### src/rtl/cpu_defs.sv
// Shared encodings for the accumulator CPU: FSM states, opcodes and ALU ops.
package cpu_defs;

  typedef enum logic [1:0] {
    ST_FETCH  = 2'b00,
    ST_DECODE = 2'b01,
    ST_EXEC   = 2'b10,
    ST_HALT   = 2'b11
  } state_t;

  localparam logic [2:0] OP_LDA = 3'b000;
  localparam logic [2:0] OP_STA = 3'b001;
  localparam logic [2:0] OP_ADD = 3'b010;
  localparam logic [2:0] OP_SUB = 3'b011;
  localparam logic [2:0] OP_AND = 3'b100;
  localparam logic [2:0] OP_JMP = 3'b101;
  localparam logic [2:0] OP_JZ  = 3'b110;
  localparam logic [2:0] OP_HLT = 3'b111;

  localparam logic [1:0] ALU_PASS = 2'b00;
  localparam logic [1:0] ALU_ADD  = 2'b01;
  localparam logic [1:0] ALU_SUB  = 2'b10;
  localparam logic [1:0] ALU_AND  = 2'b11;

endpackage

### src/rtl/cu_decoder.sv
// Pure combinational opcode decode; the FSM decides when these take effect.
module cu_decoder
  import cpu_defs::*;
(
  input  logic [2:0] opcode_i,
  output logic       wr_o,
  output logic       wm_o,
  output logic [1:0] alu_op_o,
  output logic       jmp_o,
  output logic       jz_o,
  output logic       hlt_o
);

  // Map each opcode to its control strobes; unlisted strobes stay low.
  always_comb begin
    wr_o     = 1'b0;
    wm_o     = 1'b0;
    alu_op_o = ALU_PASS;
    jmp_o    = 1'b0;
    jz_o     = 1'b0;
    hlt_o    = 1'b0;
    case (opcode_i)
      OP_LDA: begin wr_o = 1'b1; alu_op_o = ALU_PASS; end
      OP_STA: wm_o = 1'b1;
      OP_ADD: begin wr_o = 1'b1; alu_op_o = ALU_ADD; end
      OP_SUB: begin wr_o = 1'b1; alu_op_o = ALU_SUB; end
      OP_AND: begin wr_o = 1'b1; alu_op_o = ALU_AND; end
      OP_JMP: jmp_o = 1'b1;
      OP_JZ:  jz_o  = 1'b1;
      default: hlt_o = 1'b1;
    endcase
  end

endmodule

### src/rtl/cpu_control_unit.sv
// Fetch/decode/execute sequencer owning PC and IR. Strobes are driven
// combinationally from the state register so an async reset kills them at once.
module cpu_control_unit
  import cpu_defs::*;
#(
  parameter int unsigned          ADDR_W   = 5,
  parameter logic [ADDR_W-1:0]    RESET_PC = '0
) (
  input  logic              clk_i,
  input  logic              reset_ni,
  input  logic              run_i,
  input  logic [7:0]        ins_i,
  input  logic [1:0]        flags_i,
  output logic [ADDR_W-1:0] pc_o,
  output logic [7:0]        ir_o,
  output logic [ADDR_W-1:0] addr_o,
  output logic              wr_o,
  output logic              wm_o,
  output logic [1:0]        alu_op_o,
  output logic [1:0]        state_o,
  output logic              done_o,
  output logic              halted_o
);

  state_t            state_q, state_d;
  logic [ADDR_W-1:0] pc_q, pc_d;
  logic [7:0]        ir_q, ir_d;
  logic [ADDR_W-1:0] operand;

  logic       dec_wr, dec_wm, dec_jmp, dec_jz, dec_hlt;
  logic [1:0] dec_alu;

  // Only the zero flag steers control; carry is for the datapath.
  logic unused_carry;
  assign unused_carry = flags_i[1];

  assign operand = ADDR_W'(ir_q[4:0]);

  cu_decoder u_decoder (
    .opcode_i (ir_q[7:5]),
    .wr_o     (dec_wr),
    .wm_o     (dec_wm),
    .alu_op_o (dec_alu),
    .jmp_o    (dec_jmp),
    .jz_o     (dec_jz),
    .hlt_o    (dec_hlt)
  );

  // State, PC and IR registers with asynchronous active-low reset.
  always_ff @(posedge clk_i or negedge reset_ni) begin
    if (!reset_ni) begin
      state_q <= ST_FETCH;
      pc_q    <= RESET_PC;
      ir_q    <= 8'h00;
    end else begin
      state_q <= state_d;
      pc_q    <= pc_d;
      ir_q    <= ir_d;
    end
  end

  // Next-state logic and per-state outputs; strobes only escape in EXEC.
  always_comb begin
    state_d  = state_q;
    pc_d     = pc_q;
    ir_d     = ir_q;
    addr_o   = pc_q;
    wr_o     = 1'b0;
    wm_o     = 1'b0;
    alu_op_o = ALU_PASS;
    done_o   = 1'b0;
    halted_o = 1'b0;
    case (state_q)
      ST_FETCH: begin
        if (run_i) begin
          ir_d    = ins_i;
          state_d = ST_DECODE;
        end
      end
      ST_DECODE: begin
        // PC advances even for HLT so the halted PC points past it.
        pc_d    = pc_q + ADDR_W'(1);
        state_d = dec_hlt ? ST_HALT : ST_EXEC;
      end
      ST_EXEC: begin
        addr_o   = operand;
        wr_o     = dec_wr;
        wm_o     = dec_wm;
        alu_op_o = dec_alu;
        done_o   = 1'b1;
        if (dec_jmp || (dec_jz && flags_i[0])) pc_d = operand;
        state_d  = ST_FETCH;
      end
      ST_HALT: halted_o = 1'b1;
      default: state_d = ST_FETCH;
    endcase
  end

  assign pc_o    = pc_q;
  assign ir_o    = ir_q;
  assign state_o = state_q;

endmodule

### config.mk
export PLATFORM = sky130hd
export DESIGN_NAME = cpu_control_unit
export DESIGN_NICKNAME = d
export VERILOG_FILES = /design/src/rtl/cpu_defs.sv /design/src/rtl/cu_decoder.sv /design/src/rtl/cpu_control_unit.sv
export SDC_FILE = /design/constraint.sdc
export NUM_CORES = 1
export LEC_CHECK = 0
export CAP_MARGIN = 20
export CORE_UTILIZATION = 44
export DETAILED_ROUTE_END_ITERATION = 8
export HOLD_SLACK_MARGIN = 0.03
export PLACE_DENSITY = 0.86
export SLEW_MARGIN = 20
export SYNTH_ARGS = -nofsm -noshare
export SYNTH_HDL_FRONTEND = slang
export SYNTH_SLANG_ARGS = --single-unit
export TNS_END_PERCENT = 10
### constraint.sdc
create_clock -name clk_i -period 2.79 [get_ports clk_i]
set_input_delay 0.837 -clock clk_i [delete_from_list [all_inputs] [get_ports clk_i]]
set_output_delay 0.837 -clock clk_i [all_outputs]
set_load 0.01 [all_outputs]
==> results of run 1 <==
-- cell usage in the layout (no fill, tap or decap), types with 2 or more instances in the layout --
cell / synthesis / routed
a21oi_1: 2 / 2
a31oi_1: 2 / 2
buf_4: 1 / 2
clkbuf_4: 0 / 3
clkdlybuf4s50_1: 0 / 37
dfrtp_1: 15 / 15
mux2_4: 8 / 8
nand2_1: 20 / 20
nand4_1: 4 / 4
nor2_1: 8 / 8
o211ai_1: 5 / 5
o21ai_1: 2 / 2
xnor2_1: 2 / 2
-- layer usage --
| layer | wire, um | track usage [%] | share of wire [%] | vias to the layer above |
|---|---|---|---|---|
| met1 | 859 | 24.9 | 40 | 414 |
| met3 | 136 | 7.69 | 6.3 | 6 |
| met4 | 57 | 12.0 | 2.6 | 0 |
| li1 | - | - | - | 404 |
| met5 | 0 | 0 | 0 | - |
| met2 | 1100 | 36.7 | 51 | 36 |
-- area by class of cell --
class | count | area share (%)
clock buffer | 4 | 2.01
inverter | 3 | 1.05
multi-input combinational | 70 | 36.2
sequential | 15 | 28.8
tap | 25 | 2.40
timing repair buffer | 39 | 29.5
-- registers in the layout, summed over array words and instances (netlist names) --
register,cells
pc_o,5
ir_o,8
state_o,2
-- through the flow --
step           util, %  hold WS, ps  worst slack [ps]  total power (W)  instances
6_report          71.7          546               162          0.00165        156
5_1_grt           71.7          562              37.9          0.00175        156
4_1_cts           71.5          549               128          0.00164        156
3_5_place_dp      70.1          537               446          0.00151        152
3_3_place_gp      70.1          526               444          0.00148        152
2_1_floorplan        -          541               874          0.00104         93
-- path summary, 6_finish.rpt --
path	slack [ps]	cells past startpoint	to
max	160	6	wm_o
min	550	1	pc_o[4]
max reg2reg	1100	4	ir_o[5]
min reg2reg	550	1	pc_o[4]
max in group asynchronous	1400	1	ir_o[4]
min in group asynchronous	950	1	pc_o[2]
-- power groups by stage --
stage,clock (W),combinational [W],sequential (W)
floorplan,0,0.000549,0.000489
global placement,0,0.000995,0.000485
detailed placement,0,0.00102,0.000494
CTS,0.000129,0.00102,0.000490
global route,0.000139,0.00110,0.000512
finish,0.000129,0.00102,0.000494
-- cells by family (layout without fill, tap and decap cells) --
group	after synthesis	in the layout	share of synthesized area [%]
buf+inv	8	46	5.04
flops	15	15	42.0
fa+ha+maj	1	1	1.40
mux	9	9	14.6
simple gates	41	41	22.0
compound gates	17	17	13.0
xor+xnor	2	2	1.96
-- repair_timing --
item	in CTS	in global routing
setup buffers	0	0
endpoints found under the setup margin	0	1
gates resized for setup	0	1
hold endpoints to repair	0	0
==> impl_metrics.toml, run 1 <==
[status]
status = "finished clean"

[setup_path]
crit_start = "state_o[0]"
path_buf_inv = 3
critPathKind = "reg -> out"
slowest_delay_ps = 540
cp-end-kind = "output port"
crit_required_ps = 1950
path_cells = "inv_2, nand2_2, inv_4, nand2_1, nor2_1, clkdlybuf4s50_1"
cp_top_family = "buffers and inverters"
critPathLaunchType = "flop"
timing.rr.start = "state_o[1]"
crit_path_max_fanout = 10
critical-path-slowest-cell = "clkdlybuf4s50_1"
cp.arrival_ps = 1790

[clock_tree]
cts_root_buf = "clkbuf_4"
clk_pin_slew_worst_paths_ps = 90
postCtsHoldBufs = 0
cts_buffer_depth = 2
htreeDepth = 1
cts.sinks = 15
clock_latency_ps = 280
cts_buffers = 3
cts_tree = "built"

[grt]
grt_pass1_wl_um = 3330
grtUsageTotal_pct = 22.1
grt_max_degree = 16
antenna_found_initial = 0
grt_pass1_vias = 784
overflow = 0

[synthesis]
syn_avg_cell_area_sq_um = 9.61
synthTopCellsByArea = "dfrtp_1 (42%), mux2_4 (13%), nand2_1 (8.4%), o211ai_1 (4.2%), nor2_1 (3.4%)"
synth_area_sq_um = 893
synth_cell_type_count = 32
synth_cells = 93
synth_edf_count = 0
synthTopCellsByCount = "nand2_1 (20), dfrtp_1 (15), mux2_4 (8), nor2_1 (8), o211ai_1 (5)"
synth_fp_nets = 107
ys_warn_count = 0
synth.most_common_cell = "nand2_1"
ys_seq_elements = 15
synth_area_leader_cell = "dfrtp_1"
synthArstFlopShare_pct = 100
synth_top_area_share_pct = 42.0
yosysSeqAreaShare_pct = 42.0
synth-main-ff-cell = "dfrtp_1"

[timing]
fmax_mhz = 381
tns_ps = 0
rsz0062_at_grt = "no"
maxSlewHeadroom_pct = 54.6
worst_pin_slew_ps = 679
period_needed_ps = 2630
setup_viol = 0
slew_violations = 0
hold_viol_final = 0
fin_crit_sh_pct = 94.2
skew_ps = 2.53

[die]
fp.dieW_um = 47.1
io_pins = 39
die-height_um = 47.1
initial_core_util_pct = 49.1
design.die.area_sq_um = 2210
core_area_sq_um = 1820
num_rows = 15

[placed_design]
dp_hpwl_um = 1600
globalplace.congestion = 0.758
numPortBuffers = 37
placed_area_sq_um = 1280

[power_and_ir_drop]
p_clk_share_pct = 7.9
cellInternalPower_w = 0.000968
powerDensity_nw_per_um2 = 1260
peakVddDrop_mv = 0.763
leakagePower_nw = 0.561
seq_power_share_pct = 30.0
combinationalPowerShare_pct = 62.1
netSwitchingFraction_pct = 41.2
switching_power_w = 0.000678

[route]
first_iter_violations = 14
postRouteAntennaNets = 0
drc = 0
post_drt_wl_per_cell_um = 13.8
dr.pass1.iters = 4
wirelength_um = 2150
vias = 860
vias_per_cell = 5.51

[cells_and_area]
final-seq-area_sq_um = 375
n_fill_cell = 136
multiInputGateArea_sq_um = 473
nets = 146
fin_area_sq_um = 1310
antenna_cells = 0
drive_above_1_share_pct = 13.7
syn2layout_area_growth_pct = 46.1

[min_path]
worstHoldStart = "pc_o[4]"
hp-class = "reg -> reg"

[job]
cap_viol_max_count = 0
Power figures use the tool's default switching activity.
==> inputs of run 2 (changes only) <==
--- a/config.mk
+++ b/config.mk
@@ -6,8 +6,11 @@
 export NUM_CORES = 1
 export LEC_CHECK = 0
 export CAP_MARGIN = 20
+export CORE_MARGIN = 4
 export CORE_UTILIZATION = 44
 export DETAILED_ROUTE_END_ITERATION = 8
+export GPL_ROUTABILITY_DRIVEN = 0
+export GPL_TIMING_DRIVEN = 1
 export HOLD_SLACK_MARGIN = 0.03
 export PLACE_DENSITY = 0.86
 export SLEW_MARGIN = 20
==> run 2 against run 1 <==
Cell count rose by 1.3%. Clock-buffer cell count did not move. Clock skew rose by 2.9 ps. Die area rose by 27%. Clock power barely moved. Wire length rose by 7.0%. Sequential share of layout area fell by 0.055 points. Combinational power barely moved. First-iteration DRC count rose by 36%. Critical endpoint unchanged. Largest cell class unchanged.
==> impl_metrics.toml, run 2 (synthesized netlist as in run 1, its figures left out) <==
[power_and_ir_drop]
leakagePower_nw = 0.561
combinationalPowerShare_pct = 62.5
netSwitchingFraction_pct = 41.3
switching_power_w = 0.000682
cellInternalPower_w = 0.000968
seq_power_share_pct = 29.8
peakVddDrop_mv = 0.775
powerDensity_nw_per_um2 = 1260
p_clk_share_pct = 7.7

[route]
first_iter_violations = 19
postRouteAntennaNets = 0
vias_per_cell = 5.41
post_drt_wl_per_cell_um = 14.6
dr.pass1.iters = 4
drc = 0
wirelength_um = 2300
vias = 854

[cells_and_area]
antenna_cells = 0
mostFrequentLayoutCells = "clkdlybuf4s50_1 (37), nand2_1 (20), dfrtp_1 (15), nor2_1 (8), mux2_4 (8)"
largest_reg_flops = 8
fin_cells = 158
syn2layout_area_growth_pct = 46.4
drive_above_1_share_pct = 13.7
final_common_cell = "clkdlybuf4s50_1"
nets = 146
fin_area_sq_um = 1310

[setup_path]
timing.rr.start = "state_o[1]"
critical-path-slowest-cell = "clkdlybuf4s50_1"
crit_cells = 6
crit_required_ps = 1950
crit_start = "state_o[0]"
path_buf_inv = 3
cp_top_family = "buffers and inverters"
endpoint = "wm_o"
critPathKind = "reg -> out"
cp-end-kind = "output port"
crit_path_max_fanout = 10
r2r-end = "ir_o[3]"
slowest_delay_ps = 550
r2r_slack_ps = 1120
cp.arrival_ps = 1820
path_cells = "inv_2, nand2_2, inv_4, nand2_1, nor2_1, clkdlybuf4s50_1"
critPathLaunchType = "flop"
r2r_cells = 4

[timing]
skew_ps = 5.43
rsz0062_at_grt = "no"
hold_viol_final = 0
tns_ps = 0
period_needed_ps = 2660
worst_pin_slew_ps = 701
maxSlewHeadroom_pct = 53.2
setup_viol = 0
slew_violations = 0
fmax_mhz = 376
fin_crit_sh_pct = 95.3

[grt]
grt_pass1_wl_um = 3910
antenna_found_initial = 0
grt_pass1_vias = 862
grtUsageTotal_pct = 19.2
overflow = 0
grt_max_degree = 16

[clock_tree]
cts_buffers = 3
cts_tree = "built"
postCtsSetupBuffers = 0
htreeDepth = 1
clock_latency_ps = 290
cts_root_buf = "clkbuf_4"
cts.sinks = 15
cts_buffer_depth = 2
postCtsResizedCells = 0
postCtsHoldBufs = 0
clk_pin_slew_worst_paths_ps = 90

[die]
core_area_sq_um = 1940
initial_core_util_pct = 46.0
die-height_um = 53.1
io_pins = 39
design.die.area_sq_um = 2820
num_rows = 16
fp.dieW_um = 53.1

[placed_design]
placed_area_sq_um = 1280
dpl.cell_count = 154
dp_hpwl_um = 1740
numPortBuffers = 37

[min_path]
hp-class = "reg -> reg"

[job]
cap_viol_max_count = 0

[status]
status = "finished clean"
## run 2: per-layer routing
layer	share of wire (%)	vias up	GRT usage, %	wire [um]
met3	7.3	4	5.92	168
met4	1.2	0	8.09	27
met2	50	43	30.2	1150
li1	-	403	-	-
met1	42	404	24.3	959
met5	0	-	0	0
## run 2: how the worst min path moves through the flow
| stage | from | endpoint | slack [ps] | cells past startpoint |
|---|---|---|---|---|
| after global placement | pc_o[4] | pc_o[4] | 520 | 1 |
| final | state_o[0] | state_o[1] | 550 | 1 |
| after floorplan | reset_ni | ir_o[0] | 540 | 0 |
| after detailed placement | state_o[0] | state_o[1] | 530 | 1 |
| after global routing | state_o[0] | state_o[1] | 560 | 1 |
| after CTS | pc_o[4] | pc_o[4] | 550 | 1 |
## run 2: power by group through the flow
stage	Combinational, W	Clock (W)	Sequential, W
5_1_grt	0.00112	0.000142	0.000516
6_report	0.00103	0.000126	0.000492
4_1_cts	0.00104	0.000127	0.000489
2_1_floorplan	0.000549	0	0.000489
3_5_place_dp	0.00103	0	0.000491
3_3_place_gp	0.000999	0	0.000487
## run 2: layout make-up
cell class / count / area (sq um)
Tap cell: 27 / 33.8
Timing Repair Buffer: 39 / 385
Inverter: 3 / 13.8
Fill cell: 145 / 634
Clock buffer: 4 / 26.3
Multi-Input combinational cell: 70 / 473
Sequential cell: 15 / 375
## run 2: worst reg2reg max path, delay by kind of cell, from the launching register on
family	cells	cell delay [ps]
buffers and inverters	2	280
DFF	1	390
muxes	1	350
and+or+nand+nor	1	530
## run 2: stage by stage
step	total power [W]	setup slack [ps]	hold slack (ps)	utilization [%]
floorplan	0.00104	874	541	-
global placement	0.00149	439	525	65.9
detailed placement	0.00152	424	535	65.9
CTS	0.00165	96.2	553	67.2
global route	0.00178	31.7	560	67.3
finish	0.00165	131	549	67.3
